## src/rtl/mem_pkg.sv

```systemverilog
// rtl/mem_pkg.sv - shared memop encodings, FSM state type and store-mask helper
package mem_pkg;

   localparam logic [2:0] MEMOP_LB  = 3'd0;
   localparam logic [2:0] MEMOP_LH  = 3'd1;
   localparam logic [2:0] MEMOP_LW  = 3'd2;
   localparam logic [2:0] MEMOP_LD  = 3'd3;
   localparam logic [2:0] MEMOP_LBU = 3'd4;
   localparam logic [2:0] MEMOP_LHU = 3'd5;
   localparam logic [2:0] MEMOP_LWU = 3'd6;

   typedef enum logic [1:0] {
      S_IDLE,
      S_ACCESS,
      S_HOLD
   } state_t;

   // Byte-lane mask for a store, right-aligned; the memory port applies the address shift.
   function automatic logic [7:0] size_to_wmask(input logic [1:0] size);
      case (size)
         2'd0:    return 8'h01;
         2'd1:    return 8'h03;
         2'd2:    return 8'h0F;
         default: return 8'hFF;
      endcase
   endfunction

endpackage

```

## src/rtl/mem_stage_if.sv

```systemverilog
// rtl/mem_stage_if.sv - memory-port bundle between the mem stage and the data memory
interface mem_stage_if #(
   parameter int XLEN = 64
) ();
   logic [XLEN-1:0] raddr;
   logic [XLEN-1:0] waddr;
   logic [XLEN-1:0] wdata;
   logic [7:0]      wmask;
   logic            wvalid;
   logic [XLEN-1:0] rdata;

   modport master (
      output raddr, waddr, wdata, wmask, wvalid,
      input  rdata
   );

   modport slave (
      input  raddr, waddr, wdata, wmask, wvalid,
      output rdata
   );
endinterface

```

## src/rtl/load_ext.sv

```systemverilog
// rtl/load_ext.sv - selects the loaded width from right-aligned read data and extends it
module load_ext
   import mem_pkg::*;
#(
   parameter int XLEN = 64
) (
   input  logic [XLEN-1:0] rdata,
   input  logic [2:0]      memop,
   output logic [XLEN-1:0] result
);

   always_comb begin
      result = '0;
      case (memop)
         MEMOP_LB:  result = {{(XLEN-8){rdata[7]}},   rdata[7:0]};
         MEMOP_LH:  result = {{(XLEN-16){rdata[15]}}, rdata[15:0]};
         MEMOP_LW:  result = {{(XLEN-32){rdata[31]}}, rdata[31:0]};
         MEMOP_LD:  result = rdata;
         MEMOP_LBU: result = {{(XLEN-8){1'b0}},  rdata[7:0]};
         MEMOP_LHU: result = {{(XLEN-16){1'b0}}, rdata[15:0]};
         MEMOP_LWU: result = {{(XLEN-32){1'b0}}, rdata[31:0]};
         default:   result = '0;
      endcase
   end

endmodule

```

## src/rtl/mem_stage.sv

```systemverilog
// rtl/mem_stage.sv - single-entry memory pipeline stage: IDLE accepts, ACCESS touches memory, HOLD presents the result
module mem_stage
   import mem_pkg::*;
#(
   parameter int XLEN = 64
) (
   input  logic            clock,
   input  logic            reset,
   input  logic            in_valid,
   output logic            in_ready,
   input  logic [XLEN-1:0] in_addr,
   input  logic [XLEN-1:0] in_wdata,
   input  logic            in_ren,
   input  logic            in_wen,
   input  logic [2:0]      in_memop,
   input  logic [4:0]      in_rd,
   input  logic            in_rwen,
   input  logic [XLEN-1:0] in_pc,
   input  logic            flush,
   mem_stage_if.master     mem,
   output logic            out_valid,
   input  logic            out_ready,
   output logic [XLEN-1:0] out_data,
   output logic [4:0]      out_rd,
   output logic            out_rwen,
   output logic [XLEN-1:0] out_pc
);

   state_t          state;
   logic [XLEN-1:0] addr_q;
   logic [XLEN-1:0] wdata_q;
   logic [XLEN-1:0] data_q;
   logic [XLEN-1:0] pc_q;
   logic [2:0]      memop_q;
   logic [4:0]      rd_q;
   logic            wen_q;
   logic            rwen_q;
   logic            out_valid_q;
   logic            wvalid_q;
   logic [XLEN-1:0] ld_result;
   logic            accept;

   // Flush wins over everything, so nothing new enters in the cycle it is killing.
   assign in_ready = !flush && ((state == S_IDLE) || (state == S_HOLD && out_ready));
   assign accept   = in_valid && in_ready;

   load_ext #(.XLEN(XLEN)) u_load_ext (
      .rdata  (mem.rdata),
      .memop  (memop_q),
      .result (ld_result)
   );

   always_ff @(posedge clock or posedge reset) begin
      if (reset) begin
         state       <= S_IDLE;
         addr_q      <= '0;
         wdata_q     <= '0;
         data_q      <= '0;
         pc_q        <= '0;
         memop_q     <= '0;
         rd_q        <= '0;
         wen_q       <= 1'b0;
         rwen_q      <= 1'b0;
         out_valid_q <= 1'b0;
         wvalid_q    <= 1'b0;
      end else begin
         wvalid_q <= 1'b0;
         case (state)
            S_IDLE, S_HOLD: begin
               if (flush) begin
                  state       <= S_IDLE;
                  out_valid_q <= 1'b0;
               end else if (accept) begin
                  addr_q   <= in_addr;
                  wdata_q  <= in_wdata;
                  data_q   <= in_addr;
                  pc_q     <= in_pc;
                  memop_q  <= in_memop;
                  rd_q     <= in_rd;
                  wen_q    <= in_wen;
                  rwen_q   <= in_rwen && !in_wen;
                  wvalid_q <= in_wen;
                  if (in_ren || in_wen) begin
                     state       <= S_ACCESS;
                     out_valid_q <= 1'b0;
                  end else begin
                     state       <= S_HOLD;
                     out_valid_q <= 1'b1;
                  end
               end else if (state == S_HOLD && out_ready) begin
                  state       <= S_IDLE;
                  out_valid_q <= 1'b0;
               end
            end
            S_ACCESS: begin
               // The store pulse already happened this cycle; flush only redirects the next state.
               data_q      <= wen_q ? '0 : ld_result;
               state       <= flush ? S_IDLE : S_HOLD;
               out_valid_q <= !flush;
            end
            default: begin
               state       <= S_IDLE;
               out_valid_q <= 1'b0;
            end
         endcase
      end
   end

   assign mem.raddr  = addr_q;
   assign mem.waddr  = addr_q;
   assign mem.wdata  = wdata_q;
   assign mem.wmask  = size_to_wmask(memop_q[1:0]);
   assign mem.wvalid = wvalid_q;

   assign out_valid = out_valid_q;
   assign out_data  = data_q;
   assign out_rd    = rd_q;
   assign out_rwen  = rwen_q;
   assign out_pc    = pc_q;

endmodule

```

## src/flat_wrapper.sv

```systemverilog
// flat-port wrapper written by rule: the top's interface ports become plain ports
module mem_stage_flat import mem_pkg::*;
#(
   parameter int XLEN = 64
)
  (clock, reset, in_valid, in_ready, in_addr, in_wdata, in_ren, in_wen, in_memop, in_rd, in_rwen, in_pc, flush, out_valid, out_ready, out_data, out_rd, out_rwen, out_pc, mem_raddr, mem_waddr, mem_wdata, mem_wmask, mem_wvalid, mem_rdata);
  mem_stage_if #(.XLEN(XLEN)) mem_i ();
  input  logic clock;
  input  logic reset;
  input  logic in_valid;
  output logic in_ready;
  input  logic [XLEN-1:0] in_addr;
  input  logic [XLEN-1:0] in_wdata;
  input  logic in_ren;
  input  logic in_wen;
  input  logic [2:0] in_memop;
  input  logic [4:0] in_rd;
  input  logic in_rwen;
  input  logic [XLEN-1:0] in_pc;
  input  logic flush;
  output logic out_valid;
  input  logic out_ready;
  output logic [XLEN-1:0] out_data;
  output logic [4:0] out_rd;
  output logic out_rwen;
  output logic [XLEN-1:0] out_pc;
  output wire logic [$bits(mem_i.raddr)-1:0] mem_raddr;
  output wire logic [$bits(mem_i.waddr)-1:0] mem_waddr;
  output wire logic [$bits(mem_i.wdata)-1:0] mem_wdata;
  output wire logic [$bits(mem_i.wmask)-1:0] mem_wmask;
  output wire logic [$bits(mem_i.wvalid)-1:0] mem_wvalid;
  input wire logic [$bits(mem_i.rdata)-1:0] mem_rdata;
  assign mem_raddr = mem_i.raddr;
  assign mem_waddr = mem_i.waddr;
  assign mem_wdata = mem_i.wdata;
  assign mem_wmask = mem_i.wmask;
  assign mem_wvalid = mem_i.wvalid;
  assign mem_i.rdata = mem_rdata;
  mem_stage #(.XLEN(XLEN)) u_core (.clock(clock), .reset(reset), .in_valid(in_valid), .in_ready(in_ready), .in_addr(in_addr), .in_wdata(in_wdata), .in_ren(in_ren), .in_wen(in_wen), .in_memop(in_memop), .in_rd(in_rd), .in_rwen(in_rwen), .in_pc(in_pc), .flush(flush), .mem(mem_i), .out_valid(out_valid), .out_ready(out_ready), .out_data(out_data), .out_rd(out_rd), .out_rwen(out_rwen), .out_pc(out_pc));
endmodule
```

## config.mk

```make
export PLATFORM = sky130hd
export DESIGN_NAME = mem_stage_flat
export DESIGN_NICKNAME = d
export VERILOG_FILES = /design/src/rtl/mem_pkg.sv /design/src/rtl/mem_stage_if.sv /design/src/rtl/load_ext.sv /design/src/rtl/mem_stage.sv /design/src/flat_wrapper.sv
export SDC_FILE = /design/constraint.sdc
export NUM_CORES = 1
export LEC_CHECK = 0
export BUFFER_PORTS_ARGS = -buffer_cell sky130_fd_sc_hd__buf_2
export CORE_AREA = 2 2 238 240
export DETAILED_ROUTE_END_ITERATION = 12
export DIE_AREA = 0 0 240 242
export GPL_TIMING_DRIVEN = 1
export SLEW_MARGIN = 10
export SYNTH_ARGS = -nofsm -noshare
export SYNTH_HDL_FRONTEND = slang
export SYNTH_SLANG_ARGS = --single-unit
```

## constraint.sdc

```tcl
create_clock -name clock -period 10.95 [get_ports clock]
set_clock_uncertainty 0.2 [all_clocks]
set_input_delay 0.5475 -clock clock [delete_from_list [all_inputs] [get_ports clock]]
set_output_delay 0.5475 -clock clock [all_outputs]
set_load 0.01 [all_outputs]
```

==> results_dict.tcl, run 1 <==
set metrics [dict create \
    total_power_mw 3.06 \
    portBuffers 607 \
    firstDrtPassIters 7 \
    slowest_delay_ns 0.85 \
    path_buf_inv 5 \
    drive_above_1_share 0.344 \
    die_area_sq_mm 0.0581 \
    cts_hold_buf 191 \
    dieWidth_um 240 \
    grt_overflow_total 0 \
    cts_buffer_depth 3 \
    num_rows 87 \
    relSlewSlack 0.325 \
    n_fill_cell 5766 \
    drt_iter0_drc 469 \
    die_height_um 242 \
    hp-class "primary input to flop" \
    fin_tns_setup_ns 0 \
    grtUsageTotal 0.139 \
    power_leakage_nw 9.68 \
    cp_top_family "buffers and inverters" \
    post_cts.repair.setup_buffers 0 \
    period_needed_ns 3.04 \
    coreArea_sq_mm 0.0557 \
    rsz0062_at_grt "false" \
    seq_power_share 0.423 \
    synth_top_area_frac 0.595 \
    ys_ff_latch 269 \
    vias 11200 \
    switching_share 0.313 \
    ant_nets 0 \
    status "complete, no violations" \
    internal_power_mw 2.10 \
    power.share.clock 0.335 \
    multi_input_area_sq_mm 0.00363 \
    synth_flop_cell "dfrtp_1" \
    cts_tree "built" \
    start_util 0.203 \
    area_growth_pct 53.9 \
    cts.sinks 269 \
    synth_area_per_cell_sq_um 9.04 \
    cts.htree.levels 1 \
    ys_types 36 \
    io_pins 609 \
    gp_congestion 0.831 \
    maxSlewViolCount 0 \
    cp_max_fo 75 \
    clkTransAtPathRegs_ns 0.06 \
    ys_warn_count 0 \
    fin_crit_sh 0.278 \
    route.detailed.drc 0 \
    timing.fmax_mhz 329 \
    wirelength_um 42100 \
    synth_common_cells "nand2_1, dfrtp_1, buf_4, buf_2, nand4_1" \
    grt_antenna_before_repair 0 \
    routedWlPerCell_um 15.4 \
    yosysMostFrequentCell "nand2_1" \
    critPathKind "primary input to asynchronous set/reset pin" \
    yosysTopAreaCell "dfrtp_1" \
    grt_pass1_wl_um 63900 \
    worst_pin_slew_ns 1.01 \
    switching_power_uw 958 \
    synth_fp_nets 1524 \
    cts_buffers 30 \
    grt_pass1_vias 11400 \
    synth_edf_count 0 \
    grt_max_degree 94 \
    nets 2229 \
    p_comb_frac 0.242 \
    synthTopCellsByArea "dfrtp_1, nand2_1, buf_4, buf_6, nand4_1" \
    netlist_instances 1252 \
    whs_ns 0.0279 \
    cp-end-kind "asynchronous set/reset pin" \
    dp_hpwl_um 29400 \
    cts_root_buf "clkbuf_16" \
    register_area_sq_mm 0.00673 \
    vdd_drop_max_v 0.000102 \
    seq_area_frac_synth 0.595 \
    avgViaCountPerCell 4.09 \
    setup_violations 0 \
    synth_area_sq_mm 0.0113 \
    p_per_area_mw_per_mm2 176 \
    async_flop_share 1.00 \
    cts.repair.resized 0 \
    crit_chain "dlygate4sd3_1 > buf_2 > inv_8 > buf_4 > buf_4" \
    cpMostUsedCell "buf_4" \
    cp_slowest_cell "buf_4" \
    cap_violations 0 \
    required_ns 11.30 \
    hold_violations 0 \
    critical_path_arrival_ns 3.39 \
    clock_latency_ns 0.56 \
    antenna_cells 0 \
    startpoint_type "primary input" \
]
==> layout by cell type (no fill, tap or decap), types with 2 or more instances in the layout <==
| cell type | n |
|---|---|
| a21o_1 | 19 |
| a21oi_1 | 17 |
| a221o_1 | 10 |
| a32oi_1 | 6 |
| and2_1 | 12 |
| buf_2 | 607 |
| buf_4 | 15 |
| bufinv_16 | 2 |
| clkbuf_1 | 5 |
| clkbuf_16 | 31 |
| clkbuf_8 | 7 |
| clkinv_2 | 8 |
| clkinv_4 | 2 |
| dfrtp_1 | 269 |
| dlygate4sd3_1 | 191 |
| inv_1 | 6 |
| nand2_1 | 676 |
| nand2b_1 | 3 |
| nand3_1 | 16 |
| nand3b_1 | 2 |
| nand4_1 | 32 |
| nor2_1 | 4 |
| nor3_1 | 2 |
| nor4b_4 | 3 |
| o21ai_0 | 21 |
==> logic make-up after synthesis <==
kind of cell,Yosys count,synth area share
buffers and inverters,147,0.0872
and+or+nand+nor,758,0.272
AOI/OAI and AO/OA,76,0.0450
muxes,1,0.000885
DFF,269,0.595
other,1,0.000331
==> per-stage QoR <==
stage,cell area (sq um),utilization,setup slack [ns],cells
5_1_grt,17400,0.312,7.46,2737
3_5_place_dp,14500,0.260,7.75,2490
3_3_place_gp,14500,0.260,7.85,2490
4_1_cts,17400,0.312,7.79,2737
6_report,17400,0.312,7.91,2737
2_1_floorplan,11300,-,2.79,1252
==> flip-flops by register name (all words and copies together) (netlist names) <==
register / cells
u_core.out_valid: 1
u_core.state: 1
u_core.mem.wdata: 64
u_core.mem.wvalid: 1
u_core.mem.raddr: 64
u_core.memop_q: 3
u_core.out_rd: 5
u_core.out_pc: 64
u_core.out_rwen: 1
u_core.out_data: 64
u_core.wen_q: 1
==> cell type report <==
| type | instances | area share |
|---|---|---|
| clock buffer | 43 | 0.0512 |
| clock inverter | 13 | 0.00718 |
| timing repair buffer | 813 | 0.291 |
| inverter | 7 | 0.00194 |
| sequential | 269 | 0.387 |
| multi-input combinational | 836 | 0.208 |
| tap | 756 | 0.0543 |
==> path summary, 6_finish.rpt <==
| path | slack [ns] | from | depth (start not counted) | endpoint |
|---|---|---|---|---|
| worst max-delay path | 7.91 | reset | 5 | u_core.mem.wdata[14]$_DFFE_PP0P_ |
| max in group clock | 8.00 | flush | 7 | u_core.out_data[8]$_DFFE_PP0P_ |
| min in group asynchronous | 0.36 | reset | 3 | u_core.mem.wdata[25]$_DFFE_PP0P_ |
| worst min register to register | 0.27 | u_core.mem.wdata[46]$_DFFE_PP0P_ | 2 | u_core.mem.wdata[46]$_DFFE_PP0P_ |
| worst max register to register | 8.19 | u_core.out_valid$_DFFE_PP0P_ | 6 | u_core.out_data[8]$_DFFE_PP0P_ |
| worst min-delay path | 0.03 | in_wdata[60] | 3 | u_core.mem.wdata[60]$_DFFE_PP0P_ |
==> power by group through the flow <==
stage | Sequential (mW) | Combinational (mW) | Clock (mW)
2_1_floorplan | 1.37 | 0.317 | 0
3_3_place_gp | 1.30 | 0.682 | 0
3_5_place_dp | 1.31 | 0.692 | 0
4_1_cts | 1.29 | 0.745 | 1.06
5_1_grt | 1.32 | 0.816 | 1.10
6_report | 1.29 | 0.740 | 1.02
==> layer usage <==
metal | routed length [um] | share of wire | up-vias | GRT usage
met5 | 0 | 0 | - | 0
met4 | 1540 | 0.037 | 0 | 0.0555
met3 | 2920 | 0.069 | 81 | 0.0258
met2 | 21000 | 0.50 | 491 | 0.248
met1 | 16600 | 0.39 | 5330 | 0.161
li1 | - | - | 5287 | -
==> worst reg2reg max path, stage by stage, from the launching register on <==
cell and delay (ns):
dfrtp_1 0.43, nor2b_4 0.17, nor4b_4 0.23, buf_4 0.47, buf_4 0.74, and2_1 0.35, a221o_1 0.12
No activity file was read; power rests on OpenSTA's default activity.
==> run 2: changes to the inputs <==
--- a/config.mk
+++ b/config.mk
@@ -5,6 +5,7 @@
 export SDC_FILE = /design/constraint.sdc
 export NUM_CORES = 1
 export LEC_CHECK = 0
+export ABC_AREA = 1
 export BUFFER_PORTS_ARGS = -buffer_cell sky130_fd_sc_hd__buf_2
 export CORE_AREA = 2 2 238 240
 export DETAILED_ROUTE_END_ITERATION = 12
==> constraint.sdc (replaced) <==
create_clock -name clock -period 2.84 [get_ports clock]
set_clock_uncertainty 0.2 [all_clocks]
set_input_delay 0.142 -clock clock [delete_from_list [all_inputs] [get_ports clock]]
set_output_delay 0.142 -clock clock [all_outputs]
set_load 0.01 [all_outputs]
==> results_dict.tcl, run 2 <==
set metrics [dict create \
    status "complete, no violations" \
    gp_congestion 0.790 \
    hp-class "primary input to flop" \
    total_power_mw 12.7 \
    setup_violations 0 \
    cp_top_family "buffers and inverters" \
    vdd_drop_max_v 0.000351 \
    cp_slowest_cell "dlygate4sd3_1" \
    seq_area_frac_synth 0.561 \
    io_pins 609 \
    p_per_area_mw_per_mm2 657 \
    rsz0062_at_grt "false" \
    hold_violations 0 \
    grt_max_degree 155 \
    yosys.area_share.xor_xnor 0 \
    relSlewSlack 0.450 \
    synth_fa_ha_area_frac 0 \
    drt_iter0_drc 635 \
    routedWlPerCell_um 15.4 \
    route.detailed.drc 0 \
    nets 2534 \
    cts_tree "built" \
    synth_area_per_cell_sq_um 8.24 \
    cts.sinks 269 \
    fin_tns_setup_ns 0 \
    cap_violations 0 \
    grt_pass1_vias 12800 \
    firstDrtPassIters 5 \
    ys_warn_count 0 \
    dieWidth_um 240 \
    num_rows 87 \
    synth_top_family_by_area "simple AND/OR/NAND/NOR gates" \
    synth_fp_nets 1728 \
    fin_crit_sh 0.928 \
    slowest_delay_ns 0.55 \
    drive_above_1_share 0.310 \
    worst_pin_slew_ns 0.825 \
    power_leakage_nw 10.8 \
    cts_root_buf "clkbuf_16" \
    final_common_cell "nand2_1" \
    ys_types 23 \
    yosysMostFrequentCell "nand2_1" \
    n_fill_cell 5683 \
    wirelength_um 46700 \
    synth_flop_cell "dfrtp_1" \
    crit_chain "nor2_4 > inv_2 > buf_6 > nand2_1 > nand2_1 > dlygate4sd3_1 > nand2_1 > dlygate4sd3_1 > nand2_1" \
    yosys.area_share.simple 0.333 \
    synthTopCellsByArea "dfrtp_1, nand2_1, buf_4, nand3_1, nand4_1" \
    yosysTopAreaCell "dfrtp_1" \
    cpMostUsedCell "nand2_1" \
    dp_hpwl_um 32200 \
    cts.htree.levels 1 \
    maxSlewViolCount 0 \
    cp_max_fo 39 \
    netlist_instances 1456 \
    period_needed_ns 2.64 \
    die_height_um 242 \
    clock_latency_ns 0.58 \
    required_ns 3.11 \
    timing.fmax_mhz 379 \
    grt_pass1_wl_um 71000 \
    critPathKind "flop to flop" \
    async_flop_share 1.00 \
    ant_nets 0 \
    cts_buffers 31 \
    portBuffers 607 \
    synth_top_area_frac 0.561 \
    grtUsageTotal 0.155 \
    grt_overflow_total 0 \
    die_area_sq_mm 0.0581 \
    final_cell_mix "nand2_1, buf_2, dlygate4sd3_1" \
    synth_compound_area_frac 0.00230 \
    path_buf_inv 4 \
    muxShareOfSynthArea 0 \
    coreArea_sq_mm 0.0557 \
    synth_common_cells "nand2_1, dfrtp_1, nand3_1, buf_4, nand4_1" \
    cts_buffer_depth 3 \
    cp-end-kind "flop" \
    vias 12600 \
    start_util 0.215 \
    critical_path_arrival_ns 2.90 \
    area_growth_pct 61.1 \
    grt_antenna_before_repair 2 \
    avgViaCountPerCell 4.13 \
    synth_area_sq_mm 0.0120 \
    ys_ff_latch 269 \
    clkTransAtPathRegs_ns 0.06 \
    synth_edf_count 0 \
    antenna_cells 0 \
    startpoint_type "flop" \
]
run 2: cell types whose count changed in the layout (fill, tap and decap cells not counted), sizes merged, moves of 15 or more:
cell,before,now
a21o,19,0
dlygate4sd3,191,295
inv,7,48
a21oi,17,1
nand3,16,96
nand2,676,799
buf,622,637
o21ai,21,3
nand4,32,70
run 2: logic make-up (layout without fill, tap and decap cells):
logic type / count (synthesis) / after routing
simple gates: 975 / 975
other cells: 1 / 1
compound gates: 5 / 5
buf+inv: 206 / 1036
flops: 269 / 269
run 2: routing by layer:
layer,vias up,GRT usage,part of all wire,wire length (um)
met5,-,0,0.00049,23
met2,537,0.282,0.50,23500
met3,91,0.0279,0.066,3080
met1,5845,0.179,0.40,18500
li1,6082,-,-,-
met4,4,0.0570,0.035,1660
run 2: cell type report:
class	instances	area [sq um]	area share
flip-flops and latches	269	6730	0.349
repair buffers	932	6320	0.327
multi-input cells	981	4040	0.209
well taps	756	946	0.0490
clock buffers	40	890	0.0461
clock inverters	17	201	0.0104
inverters	47	188	0.00972
run 2: report_power, final:
group / internal (mW) / switching, mW / total, mW
clock network: 2.56 / 1.68 / 4.24
logic: 1.50 / 1.98 / 3.47
registers: 4.53 / 0.449 / 4.98
total: 8.59 / 4.11 / 12.7
run 2: worst paths after layout:
| kind | slack (ns) | cells past startpoint | startpoint | to |
|---|---|---|---|---|
| worst max-delay path | 0.20 | 9 | u_core.out_valid$_DFFE_PP0P_ | u_core.out_data[4]$_DFFE_PP0P_ |
| worst min-delay path | 0.04 | 7 | out_ready | u_core.out_data[0]$_DFFE_PP0P_ |
| worst max register to register | 0.20 | 9 | u_core.out_valid$_DFFE_PP0P_ | u_core.out_data[4]$_DFFE_PP0P_ |
| worst min register to register | 0.27 | 2 | u_core.out_pc[62]$_DFFE_PP0P_ | u_core.out_pc[62]$_DFFE_PP0P_ |
| max in group asynchronous | 1.01 | 6 | reset | u_core.out_pc[49]$_DFFE_PP0P_ |
| min in group asynchronous | 0.52 | 4 | reset | u_core.out_data[60]$_DFFE_PP0P_ |
run 2: timing repair:
| action | in CTS | in global routing |
|---|---|---|
| hold buffers | 295 | 0 |
| hold endpoints to repair | 513 | 0 |
| setup endpoints to repair | 0 | 5 |
| resized for setup | 0 | 3 |
| buffers inserted | 0 | 0 |
run 2: worst register-to-register path: stages (launching register included):
cell	delay (ns)
dfrtp_1	0.44
nor2_4	0.23
inv_2	0.09
buf_6	0.21
nand2_1	0.11
nand2_1	0.05
dlygate4sd3_1	0.55
nand2_1	0.06
dlygate4sd3_1	0.54
nand2_1	0.05
run 2: stage by stage:
step	util	hold slack (ns)	worst slack (ns)	std cells	area [sq um]
6_report	0.347	0.0376	0.203	3042	19300
5_1_grt	0.347	0.0875	0.0304	3042	19300
4_1_cts	0.346	0.0100	0.0860	3042	19300
3_5_place_dp	0.274	-0.0583	0.494	2690	15300
3_3_place_gp	0.274	-0.0609	0.563	2690	15300
2_1_floorplan	-	0.0516	-1.06	1456	12000
